[src/rtl/cam_sequencer.sv]
// Parametrised motor-driven cam switch: a ms-stepped shaft position drives N_CH
// contacts, each with a programmable closed window, inversion and wrap-around.

module cam_contact #(
    parameter int               POS_W   = 4,
    parameter logic [POS_W-1:0] START   = '0,
    parameter logic [POS_W-1:0] END_POS = '0,
    parameter bit               INVERT  = 1'b0
) (
    input  logic [POS_W-1:0] position,
    output logic             raw,
    output logic             contact
);

    always_comb begin
        raw = 1'b0;
        if (START < END_POS)
            raw = (position >= START) && (position < END_POS);
        else if (START > END_POS)
            raw = (position >= START) || (position < END_POS);
    end

    assign contact = raw ^ INVERT;

endmodule

module cam_sequencer #(
    parameter int  PERIOD_MS = 9996,
    parameter int  N_CH      = 12,
    localparam int POS_W     = $clog2(PERIOD_MS),
    parameter logic [N_CH*POS_W-1:0] CH_START    = '0,
    parameter logic [N_CH*POS_W-1:0] CH_END      = '0,
    parameter logic [N_CH-1:0]       CH_INVERT   = '0,
    parameter logic [N_CH-1:0]       NOWAIT_MASK = '0,
    parameter bit                    ONESHOT     = 1'b0
) (
    input  logic             CLOCK,
    input  logic             rst,
    input  logic             tick_ms,
    input  logic             run,
    input  logic             stop,
    input  logic             hold,
    input  logic             home_req,
    output logic [N_CH-1:0]  contacts,
    output logic [POS_W-1:0] position,
    output logic             at_home,
    output logic             running,
    output logic             rev_done
);

    localparam logic [POS_W-1:0] LAST_POS = POS_W'(PERIOD_MS - 1);

    logic [N_CH-1:0] raw;
    logic            bypass;
    logic            done;

    // One comparator lane per contact; window bounds are fixed at elaboration.
    for (genvar i = 0; i < N_CH; i++) begin : g_ch
        if (int'(CH_START[i*POS_W +: POS_W]) >= PERIOD_MS ||
            int'(CH_END[i*POS_W +: POS_W]) >= PERIOD_MS) begin : g_bad
            $error("cam_sequencer: channel window bound >= PERIOD_MS");
        end
        cam_contact #(
            .POS_W  (POS_W),
            .START  (CH_START[i*POS_W +: POS_W]),
            .END_POS(CH_END[i*POS_W +: POS_W]),
            .INVERT (CH_INVERT[i])
        ) u_contact (
            .position(position),
            .raw     (raw[i]),
            .contact (contacts[i])
        );
    end

    assign bypass  = |(raw & NOWAIT_MASK);
    assign running = run & ~stop & (~hold | bypass) & ~done;
    assign at_home = (position == '0);

    // done latches a completed one-shot revolution until run drops or homing.
    always_ff @(posedge CLOCK or posedge rst) begin
        if (rst) begin
            position <= '0;
            done     <= 1'b0;
            rev_done <= 1'b0;
        end else begin
            rev_done <= 1'b0;
            if (home_req) begin
                position <= '0;
                done     <= 1'b0;
            end else begin
                if (!run)
                    done <= 1'b0;
                if (tick_ms && running) begin
                    if (position == LAST_POS) begin
                        position <= '0;
                        rev_done <= 1'b1;
                        done     <= ONESHOT;
                    end else begin
                        position <= position + POS_W'(1);
                    end
                end
            end
        end
    end

endmodule

[config.mk]
export PLATFORM = sky130hd
export DESIGN_NAME = cam_sequencer
export DESIGN_NICKNAME = d
export VERILOG_FILES = /design/src/rtl/cam_sequencer.sv
export SDC_FILE = /design/constraint.sdc
export NUM_CORES = 1
export LEC_CHECK = 0
export BUFFER_PORTS_ARGS = -buffer_cell sky130_fd_sc_hd__clkbuf_2
export CAP_MARGIN = 20
export CORE_MARGIN = 2
export CORE_UTILIZATION = 54
export DETAILED_ROUTE_END_ITERATION = 7
export PLACE_DENSITY = 0.83
export SYNTH_ARGS = -nofsm -noshare
export SYNTH_HDL_FRONTEND = slang
export SYNTH_HIERARCHICAL = 1
export SYNTH_SLANG_ARGS = --single-unit
[constraint.sdc]
create_clock -name CLOCK -period 3.8 [get_ports CLOCK]
set_input_delay 0.19 -clock CLOCK [delete_from_list [all_inputs] [get_ports CLOCK]]
set_output_delay 0.19 -clock CLOCK [all_outputs]
set_load 0.005 [all_outputs]
==> impl_metrics.ini <==
[layout]
area_delta_synth_final_pct = 7.48
final_util_pct = 60.8
drive_above_1_share_pct = 24.1
layout_commonest_cell = clkbuf_2
diodes = 0
nets = 151
final_cell_mix = clkbuf_2, dfrtp_1, conb_1, nand2_1, o21ai_0

[floorplanning]
design.core.area_um2 = 1920
ios = 36
rows = 16
start_util_pct = 56.6
die-area_um2 = 2390
die_y_um = 48.9
die_w_um = 48.9

[timing]
slew_headroom_pct = 47.7
hold_viol = 0
worst_hold_slack_ns = 0.103
setup_violations = 0
post-route-period-util_pct = 50.2
fmax_ghz = 0.524
tightest_slew_ns = 0.785
report.final.slew_viol_count = 0
skew_ns = 0.00741
min_period_ns = 1.91
fin_tns_setup_ns = 0
rsz0062_at_grt = false

[drt]
first_iter_violations = 33
drtPass1Iterations = 4
avgRoutedWirePerCell_um = 13.5
ant_nets = 0
vias = 964
routed_wl_um = 2270
drc = 0
viasPerCell = 5.74

[worst_hold_path]
hold_path.class = in -> reg

[global_routing]
grt.total_usage_pct = 21.2
overflow = 0
grt_pass1_wl_um = 3970
antenna_found_initial = 0
grt_max_degree = 22
grt_pass1_vias = 904

[cts]
cts_setup_buffers = 0
post_cts_resized = 0
clk_pin_slew_ns = 0.10
cts-root-buf = clkbuf_4
clock_tree.buffer_depth = 2
cts_made_buffers = 3
clk_latency_ns = 0.30
hold_buffers = 1
cts_max_level = 1
cts_tree = done
cts.sinks = 16

[critical_path]
crit_chain = ha_1 > and3_1 > nand4_1 > o21bai_2 > a21oi_1
max_stage_delay_ns = 0.44
critPathKind = reg -> reg
cp_slowest_cell = o21bai_2
crit_required_ns = 3.97
cp.buffers_inverters = 0
cp_max_fo = 9
startpoint_type = register
crit_family = compound AO/OA/AOI/OAI gates
cp_data_arrival_time_ns = 2.07
cp-end-kind = register

[yosys]
syn_area_per_cell_um2 = 8.43
netlist_area_um2 = 1090
synth_warnings = 6
syn_inst = 129
syn_nets = 138

[placement]
place_congestion = 0.903
dpl.hpwl_um = 1700
port_buffers = 23

[outcome]
status = completed

[pwr]
p_leak_nw = 0.528
power_density_nw_per_um2 = 274
ir_drop_uv = 180

[run]
cap_violations = 0
-- metrics by stage --
stage	power [mW]	instance area, µm²	setup WS [ns]	instances
5_1_grt	0.333	1170	1.69	168
3_5_place_dp	0.207	1120	1.98	163
6_report	0.320	1170	1.89	168
4_1_cts	0.321	1170	1.94	168
2_1_floorplan	0.205	1090	2.24	129
3_3_place_gp	0.206	1120	2.04	163
-- worst reg2reg max path, delay by kind of cell, from the launching register on --
kind                       cells  cell delay [ns]
DFF                            1             0.43
adders and majority gates      1             0.30
and+or+nand+nor                2             0.52
AOI/OAI and AO/OA              2             0.53
-- power by group --
part	switching, mW	leakage [nW]	internal, mW
registers	0.00211	0.223	0.172
clock network	0.0576	0.0210	0.0584
logic	0.0190	0.284	0.0115
total	0.0787	0.528	0.242
-- routing by layer --
metal | up-vias | share of wire [%] | global-route usage [%]
met1 | 453 | 41 | 26.2
met5 | - | 0 | 0
met4 | 0 | 0.75 | 6.67
met2 | 52 | 51 | 37.2
li1 | 456 | - | -
met3 | 3 | 7.1 | 3.99
-- registers in the layout, indices dropped and copies added (netlist names) --
name      flops
done          1
position     14
rev_done      1
-- path summary, 6_finish.rpt --
check / slack, ns / depth (start not counted) / endpoint / from
worst max-delay path: 1.89 / 5 / position[8] / position[0]
worst min-delay path: 0.10 / 3 / done / run
worst max register to register: 1.89 / 5 / position[8] / position[0]
worst min register to register: 0.56 / 2 / done / done
max in group asynchronous: 2.92 / 3 / position[2] / rst
min in group asynchronous: 0.48 / 3 / position[7] / rst
-- final cells by class --
type / instances / area, µm²
Clock buffer: 4 / 36.3
Fill cell: 176 / 753
Inverter: 6 / 22.5
Multi-Input combinational cell: 91 / 551
Sequential cell: 16 / 400
Tap cell: 27 / 33.8
Timing Repair Buffer: 24 / 125
(Power assumes the default switching activity.)
